$ cat config.mk
export PLATFORM = sky130hd
export DESIGN_NAME = encoder_8_3_seq
export DESIGN_NICKNAME = d
export VERILOG_FILES = /design/src/rtl/encoder_8_3_seq.sv
export SDC_FILE = /design/constraint.sdc
export NUM_CORES = 1
export LEC_CHECK = 0
export BUFFER_PORTS_ARGS = -buffer_cell sky130_fd_sc_hd__buf_2
export CORE_ASPECT_RATIO = 1.5
export CORE_MARGIN = 2
export CORE_UTILIZATION = 30
export CTS_CLUSTER_DIAMETER = 30
export DETAILED_ROUTE_END_ITERATION = 12
export HOLD_SLACK_MARGIN = 0.15
export PLACE_DENSITY = 0.55
export SLEW_MARGIN = 20
export SYNTH_ARGS = -nofsm -noshare
export SYNTH_HDL_FRONTEND = slang
export SYNTH_SLANG_ARGS = --single-unit
$ cat constraint.sdc
create_clock -name clka -period 4.75 [get_ports clka]
set_input_delay 1.425 -clock clka [delete_from_list [all_inputs] [get_ports clka]]
set_output_delay 1.425 -clock clka [all_outputs]
set_load 0.05 [all_outputs]
$ cat src/rtl/encoder_8_3_seq.sv
// Sequential priority encoder: latches request strobes into a pending
// vector and drains them one code per cycle over a valid/ready handshake.
module encoder_8_3_seq #(
  parameter int IN_W      = 8,
  parameter int OUT_W     = 3,
  parameter int PRIO_HIGH = 1
) (
  input  logic             clka,
  input  logic             rst,
  input  logic             E,
  input  logic [IN_W-1:0]  In,
  input  logic             Rdy,
  output logic [OUT_W-1:0] Out,
  output logic             V,
  output logic [IN_W-1:0]  Pend,
  output logic             Ovf
);

  typedef enum logic {IDLE, HOLD} state_t;

  state_t           state, state_next;
  logic [IN_W-1:0]  arr, elig, held, load_mask;
  logic [OUT_W-1:0] sel, out_next;
  logic             load, v_next, any;

  assign arr = E ? In : '0;
  assign any = |elig;

  always_comb begin
    held = '0;
    if (V) held[Out] = 1'b1;
  end

  // A request re-arriving on a transfer cycle must not be reissued at once
  always_comb begin
    elig = Pend;
    if (state == HOLD) elig = Pend & ~arr;
  end

  always_comb begin
    sel = '0;
    if (PRIO_HIGH != 0) begin
      for (int i = 0; i < IN_W; i++)
        if (elig[i]) sel = OUT_W'(i);
    end else begin
      for (int i = IN_W-1; i >= 0; i--)
        if (elig[i]) sel = OUT_W'(i);
    end
  end

  always_ff @(posedge clka) begin
    if (rst) state <= IDLE;
    else     state <= state_next;
  end

  always_comb begin
    state_next = state;
    unique case (state)
      IDLE: if (any) state_next = HOLD;
      HOLD: if (Rdy && !any) state_next = IDLE;
      default: state_next = IDLE;
    endcase
  end

  always_comb begin
    load   = 1'b0;
    v_next = V;
    unique case (state)
      IDLE: begin
        load   = any;
        v_next = any;
      end
      HOLD: begin
        load = Rdy && any;
        if (Rdy) v_next = any;
      end
      default: v_next = 1'b0;
    endcase
    out_next  = load ? sel : Out;
    load_mask = '0;
    if (load) load_mask[sel] = 1'b1;
  end

  always_ff @(posedge clka) begin
    if (rst) begin
      Pend <= '0;
      Out  <= '0;
      V    <= 1'b0;
      Ovf  <= 1'b0;
    end else begin
      Pend <= (Pend & ~load_mask) | arr;
      Out  <= out_next;
      V    <= v_next;
      Ovf  <= |(arr & (Pend | held));
    end
  end

endmodule

==> summary.md, run 1 <==
| Metric | Value |
|---|---|
| Port buffer count | 24 |
| Area contributors post-synth | dfxtp_1 (30%), o21ai_0 (5.4%), nor2_1 (5.3%) |
| Clock Sinks | 14 |
| Vias in the first global route | 938 |
| Hold Fails Final Rpt | 0 |
| Initial detailed-routing violation count | 33 |
| Rel. slew slack | 67.9% |
| Psw | 156 uW |
| CTS Buf Count | 3 |
| WS Path Type | primary input to flop |
| Yosys top cell area share | 30.4% |
| Largest net degree at the start of global routing | 19 |
| Worst setup EP type | flop |
| Worst hold stages | 2 |
| Final min period | 2.80 ns |
| DR DRC count | 0 |
| WP data required | 4.88 ns |
| Die area | 3550 sq um |
| WHS Endpoint | Out[2] |
| Max cap viols | 0 |
| NumNets Final | 150 |
| R2R Path Start | state |
| Synthesized flop and latch total | 14 |
| Delay-heaviest family, CP | compound AO/OA/AOI/OAI gates |
| R2r endpoint | Out[0] |
| Final Worst Setup Slack | 1.95 ns |
| RePlAce Congestion | 0.830 |
| Worst slew pin tran | 0.481 ns |
| Drt first pass iters | 4 |
| Worst EP arrival | 2.93 ns |
| Post-synthesis mux area share | 2.17% |
| Post-cts hold buffer count | 0 |
| CP Max Fanout | 18 |
| IO Pins | 25 |
| Worst-path cell chain | buf_2, and2_4, o221ai_1, o41ai_4, mux2i_1, nor2_1 |
| Sequential-to-total area share from yosys stat | 30.4% |
| GRT Resource Usage Total | 15.5% |
| Worst reg2reg path depth | 5 |
| Share of cells above drive strength 1 | 25.0% |
| Status | finished clean |
| DPL Wire Length | 2000 um |
| CP max-delay cell | o41ai_4 |
| Net Sw Frac | 40.0% |
| Post-synthesis simple-gate area fraction | 22.0% |
| Routed WL | 2560 um |
| Initial antenna violation count | 0 |
| Max VDD drop | 0.208 mV |
| Syn Nets | 125 |
| Beginning of the worst hold path | Out[2] |
| Die W | 49.3 um |
| Critical path launch point type | primary input |
| Mapped Cells | 113 |
| Post-Syn Area | 923 sq um |
| Worst Path Buf+Inv | 1 |
| Final Setup Violations | 0 |
| Diode count | 0 |
| Synth Area in Adders | 0% |
| Clock power share | 24.7% |
| Post-synth EDFFs | 0 |
| First-pass GRT wire length | 4310 um |
| Clock buffer depth | 2 |
| H-tree depth | 1 |
| Final ANT Viol Nets | 0 |
| Comb power frac | 37.8% |
| CTS tree | yes |
| Seq pwr share | 37.5% |
| Internal power | 235 uW |
| Synth Area in XOR/XNOR | 0% |
| DR vias | 975 |
| Syn-to-layout area delta | 19.5% |
| Slowest stage delay, CP | 0.46 ns |
| R2R setup slack | 2.91 ns |
| Num rows | 24 |
| Post_cts resized | 0 |
| Synth Flop Type | dfxtp_1 |
| Fmax | 357 MHz |
| Setup bufs post-CTS | 0 |
| Wire per inst | 14.6 um |
| GRT overflow | 0 |
| Vias per cell | 5.57 |
| PD cells | 355 nW/um^2 |
| CORE AREA | 2910 sq um |
| Worst slack, placed | 1.68 ns |
| Clock Tree Root | clkbuf_8 |
| Syn. warnings | 0 |
| Top-count cell post-synth | dfxtp_1 |
| RSZ-0062 raised after global routing | no |
| Static leakage | 0.448 nW |
| Worst-Skew Late Latency | 0.25 ns |
| Most instantiated cells after synthesis | dfxtp_1 (14), nor2_1 (13), o21ai_0 (10) |
| Final setup TNS | 0 ns |
| Clock Skews | 0.00315 ns |
| Crit share post-route | 59.0% |
| Synthesized area per cell | 8.17 sq um |
| Post-synth top area cell | dfxtp_1 |
| Die H | 71.9 um |
| Final Max Tran Viols | 0 |
| HP Class | flop to flop |
| Clock transition at the registers of the reported paths | 0.05 ns |
| Largest family of logic cells by synthesized area | compound AO/OA/AOI/OAI gates |
| Ys async rst share | 0% |
| Starting Density | 31.7% |
| Synth unique cells | 35 |
| Compound-gate portion of the synthesized area | 40.2% |
## flip-flops by register name, indices dropped and copies added (netlist names)
| name | count |
|---|---|
| Pend | 8 |
| V | 1 |
| state | 1 |
| Ovf | 1 |
| Out | 3 |
## power by group through the flow
stage	clock (mW)	combinational [mW]	sequential, mW
2_1_floorplan	0	0.0783	0.184
3_3_place_gp	0	0.148	0.149
3_5_place_dp	0	0.148	0.149
4_1_cts	0.0992	0.148	0.147
5_1_grt	0.105	0.160	0.149
6_report	0.0965	0.148	0.147
## metal layers
layer  global-route usage [%]  up-vias  part of all wire, %
li1                         -      477                    -
met1                     18.3      468                   41
met2                     27.0       25                   52
met3                     2.26        5                  4.2
met4                     7.62        0                  1.9
met5                        0        -                    0
## metrics by stage
step | instance area [sq um] | hold WS [ns] | total power [mW] | cells | utilization, %
after floorplan | 923 | 0.666 | 0.262 | 113 | -
after global placement | 1060 | 0.490 | 0.296 | 172 | 36.5
after detailed placement | 1060 | 0.502 | 0.297 | 172 | 36.5
after CTS | 1100 | 0.510 | 0.394 | 175 | 37.9
after global routing | 1100 | 0.523 | 0.415 | 175 | 37.9
final | 1100 | 0.514 | 0.391 | 175 | 37.9
## worst register-to-register path, cell delays in order, from the launching register on
cell and delay (ns):
dfxtp_1 0.50, and2_4 0.26, o221ai_1 0.21, o41ai_4 0.46
mux2i_1 0.23, nor2_1 0.05
## cell type report
class	instances	area, sq um
Clock buffer	3	41.3
Fill cell	313	1810
Inverter	5	18.8
Multi-Input combinational cell	90	594
Sequential cell	14	280
Tap cell	39	48.8
Timing Repair Buffer	24	120
## layout by cell type, fill, tap and decap left out, drive strengths merged
cell,Yosys,routed
o21a,1,1
a22oi,1,1
o21ai,12,12
o31a,1,1
inv,5,5
clkbuf,2,3
nand4,2,2
and2,1,1
o221ai,3,3
o31ai,2,2
nand3,4,4
a211oi,3,3
mux2i,2,2
a21boi,1,1
a221o,2,2
a311oi,1,1
a221oi,2,2
nor2,13,13
nand2b,7,7
a21oi,9,9
nor2b,2,2
o41ai,1,1
a211o,1,1
buf,2,24
dfxtp,14,14
nand3b,1,1
a2bb2oi,2,2
nor3,3,3
o211a,1,1
o221a,2,2
nand2,9,9
a2111oi,1,1
## cell families after synthesis
family | Yosys count
AOI/OAI and AO/OA | 46
buffers and inverters | 9
DFF | 14
muxes | 2
and+or+nand+nor | 42
## how the worst max path moves through the flow
stage | slack [ns] | to | cells after the start | startpoint
after floorplan | 1.94 | Pend[2] | 7 | E
after global routing | 1.79 | Out[1] | 6 | E
after CTS | 1.93 | Out[0] | 6 | E
after global placement | 1.71 | Out[0] | 6 | E
final | 1.95 | Out[0] | 6 | E
after detailed placement | 1.68 | Out[0] | 6 | E
No activity file was read; power rests on OpenSTA's default activity.
==> run 2: changes to the inputs <==
Settings changed: PLACE_DENSITY 0.55 to 0.56.
Clock period 4.75 ns to 2.5 ns, I/O delays scaled along.
==> run 2 against run 1 <==
Die area did not move; highest routed layer unchanged; largest cell class unchanged; critical endpoint unchanged; via count rose by 0.72%; cell count rose by 0.57%; clock-buffer cell count did not move; setup slack got worse by 1.6 ns.
==> summary.md, run 2 (synthesized netlist as in run 1, its figures left out) <==
| Metric | Value |
|---|---|
| Biggest regs | Pend: 8 flops, Out: 3 flops |
| HP Class | flop to flop |
| Die area | 3550 sq um (unchanged) |
| PD cells | 680 nW/um^2 (+92%) |
| Die H | 71.9 um (unchanged) |
| Rel. slew slack | 63.7% (-4.2 points) |
| Worst-path cell chain | buf_2, and2_4, o221ai_1, o41ai_4, mux2i_1, nor2_1 |
| DR DRC count | 0 (unchanged) |
| Fmax | 472 MHz |
| Worst reg2reg path depth | 5 (unchanged) |
| Highest-count cells in the layout ignoring fill and taps | buf_2 (24), dfxtp_1 (14), nor2_1 (13) |
| Final min period | 2.12 ns |
| NumNets Final | 151 (+0.67%) |
| Clock transition at the registers of the reported paths | 0.06 ns (about the same) |
| Finished Core Util | 38.1% (+0.26 points) |
| First-pass GRT wire length | 4430 um (+2.7%) |
| Worst slew pin tran | 0.544 ns (+0.0625 ns) |
| Final Max Tran Viols | 0 (unchanged) |
| GRT Resource Usage Total | 16.2% (+0.70 points) |
| R2R Path Start | state |
| WS Path Type | primary input to flop |
| CTS tree | yes |
| Vias per cell | 5.58 (+0.15%) |
| Worst-Skew Late Latency | 0.25 ns (about the same) |
| Final Setup Violations | 0 (unchanged) |
| Worst EP arrival | 2.25 ns (-0.68 ns) |
| Max reg flops | 8 (unchanged) |
| Max VDD drop | 0.347 mV (+67%) |
| GRT overflow | 0 (unchanged) |
| Delay-heaviest family, CP | compound AO/OA/AOI/OAI gates |
| Largest Register | Pend |
| Final cell count without fillers | 176 (+0.57%) |
| WHS Endpoint | Out[2] |
| Clock Tree Root | clkbuf_8 |
| Wire per inst | 15.1 um (+3.4%) |
| WP data required | 2.64 ns (-2.24 ns) |
| Clock Skews | 0.00152 ns (-0.00163 ns) |
| CORE AREA | 2910 sq um (unchanged) |
| CP Max Fanout | 13 (-5) |
| Final setup TNS | 0 ns (unchanged) |
| CTS Buf Count | 3 (unchanged) |
| GR Layer Usage met2 | 29.1% (+2.1 points) |
| Static leakage | 0.453 nW (+1.1%) |
| Slowest stage delay, CP | 0.50 ns (+0.04 ns) |
| DPL Wire Length | 2120 um (+5.7%) |
| Beginning of the worst hold path | Out[2] |
| RSZ-0062 raised after global routing | no |
| Critical path launch point type | primary input |
| Gr busiest metal | met2 |
| Clock buffer depth | 2 (unchanged) |
| CP max-delay cell | o41ai_4 |
| Worst hold stages | 2 (unchanged) |
| Initial detailed-routing violation count | 32 (-3.0%) |
| Die W | 49.3 um (unchanged) |
| Share of cells above drive strength 1 | 25.5% (+0.55 points) |
| Drt first pass iters | 4 (unchanged) |
| Vias in the first global route | 940 (+0.21%) |
| Worst setup EP type | flop |
| Worst Path Buf+Inv | 1 (unchanged) |
| Diode count | 0 (unchanged) |
| Initial antenna violation count | 0 (unchanged) |
| RePlAce Congestion | 0.810 (-2.5%) |
| Routed WL | 2670 um (+4.0%) |
| Crit share post-route | 84.7% |
| Largest net degree at the start of global routing | 14 (-5) |
| DR vias | 982 (+0.72%) |
| Post_cts resized | 0 (unchanged) |
| Commonest non-fill, non-tap cell in the layout | buf_2 |
| IO Pins | 25 (unchanged) |
| Worst slack, placed | 0.119 ns (-1.56 ns) |
| Num rows | 24 (unchanged) |
| Max cap viols | 0 (unchanged) |
| Syn-to-layout area delta | 20.3% |
| Placed cell count | 173 (+0.58%) |
| Setup bufs post-CTS | 0 (unchanged) |
| Final ANT Viol Nets | 0 (unchanged) |
| Met3 GRT Util | 2.47% (+0.21 points) |
| Starting Density | 31.7% (unchanged) |
| H-tree depth | 1 (unchanged) |
| Clock Sinks | 14 (unchanged) |
| Status | finished clean |
| GRT met1 Usage | 18.1% (-0.23 points) |
| R2R setup slack | 0.63 ns (-2.28 ns) |
| Post-cts hold buffer count | 0 (unchanged) |
| Final Worst Setup Slack | 0.382 ns (-1.57 ns) |
| Hold Fails Final Rpt | 0 (unchanged) |
| R2r endpoint | Out[0] |
| Port buffer count | 24 (unchanged) |
-- run 2: cell types whose count changed in the layout (fill, tap and decap cells not counted) --
| cell | before | now |
|---|---|---|
| buf_4 | 0 | 1 |
-- run 2: how the worst max path moves through the flow --
stage	from	to	slack, ns	cells after the start
3_3_place_gp	E	Out[0]	0.1	6
3_5_place_dp	E	Out[1]	0.12	6
2_1_floorplan	E	Pend[2]	0.37	7
5_1_grt	E	Pend[2]	0.19	7
4_1_cts	E	Out[0]	0.39	6
6_report	E	Out[0]	0.38	6
-- run 2: area by class of cell --
type / instances / area, sq um
multi-input cells: 90 / 594
fillers: 321 / 1800
well taps: 39 / 48.8
inverters: 5 / 18.8
clock buffers: 3 / 41.3
repair buffers: 25 / 128
flip-flops and latches: 14 / 280
-- run 2: through the flow --
stage	total power [mW]	hold slack (ns)	instance area, sq um
2_1_floorplan	0.497	0.666	923
3_3_place_gp	0.566	0.480	1070
3_5_place_dp	0.568	0.494	1070
4_1_cts	0.757	0.504	1110
5_1_grt	0.795	0.532	1110
6_report	0.755	0.501	1110
-- run 2: power breakdown --
part	internal, mW	leakage, nW	switching, mW
Combinational	0.0941	0.315	0.191
Sequential	0.246	0.116	0.0326
Clock	0.107	0.0216	0.0845
Total	0.447	0.453	0.308
-- run 2: worst reg2reg max path, stage by stage (launching register included) --
cell and delay (ns):
dfxtp_1 0.47, and2_4 0.25, o221ai_1 0.25, o41ai_4 0.50, mux2i_1 0.23, nor2_1 0.05
-- run 2: layer usage --
metal  wire length (um)  vias to the layer above
met5                  0                        -
met4                 72                        0
li1                   -                      475
met3                 92                        7
met2               1410                       24
met1               1090                      476
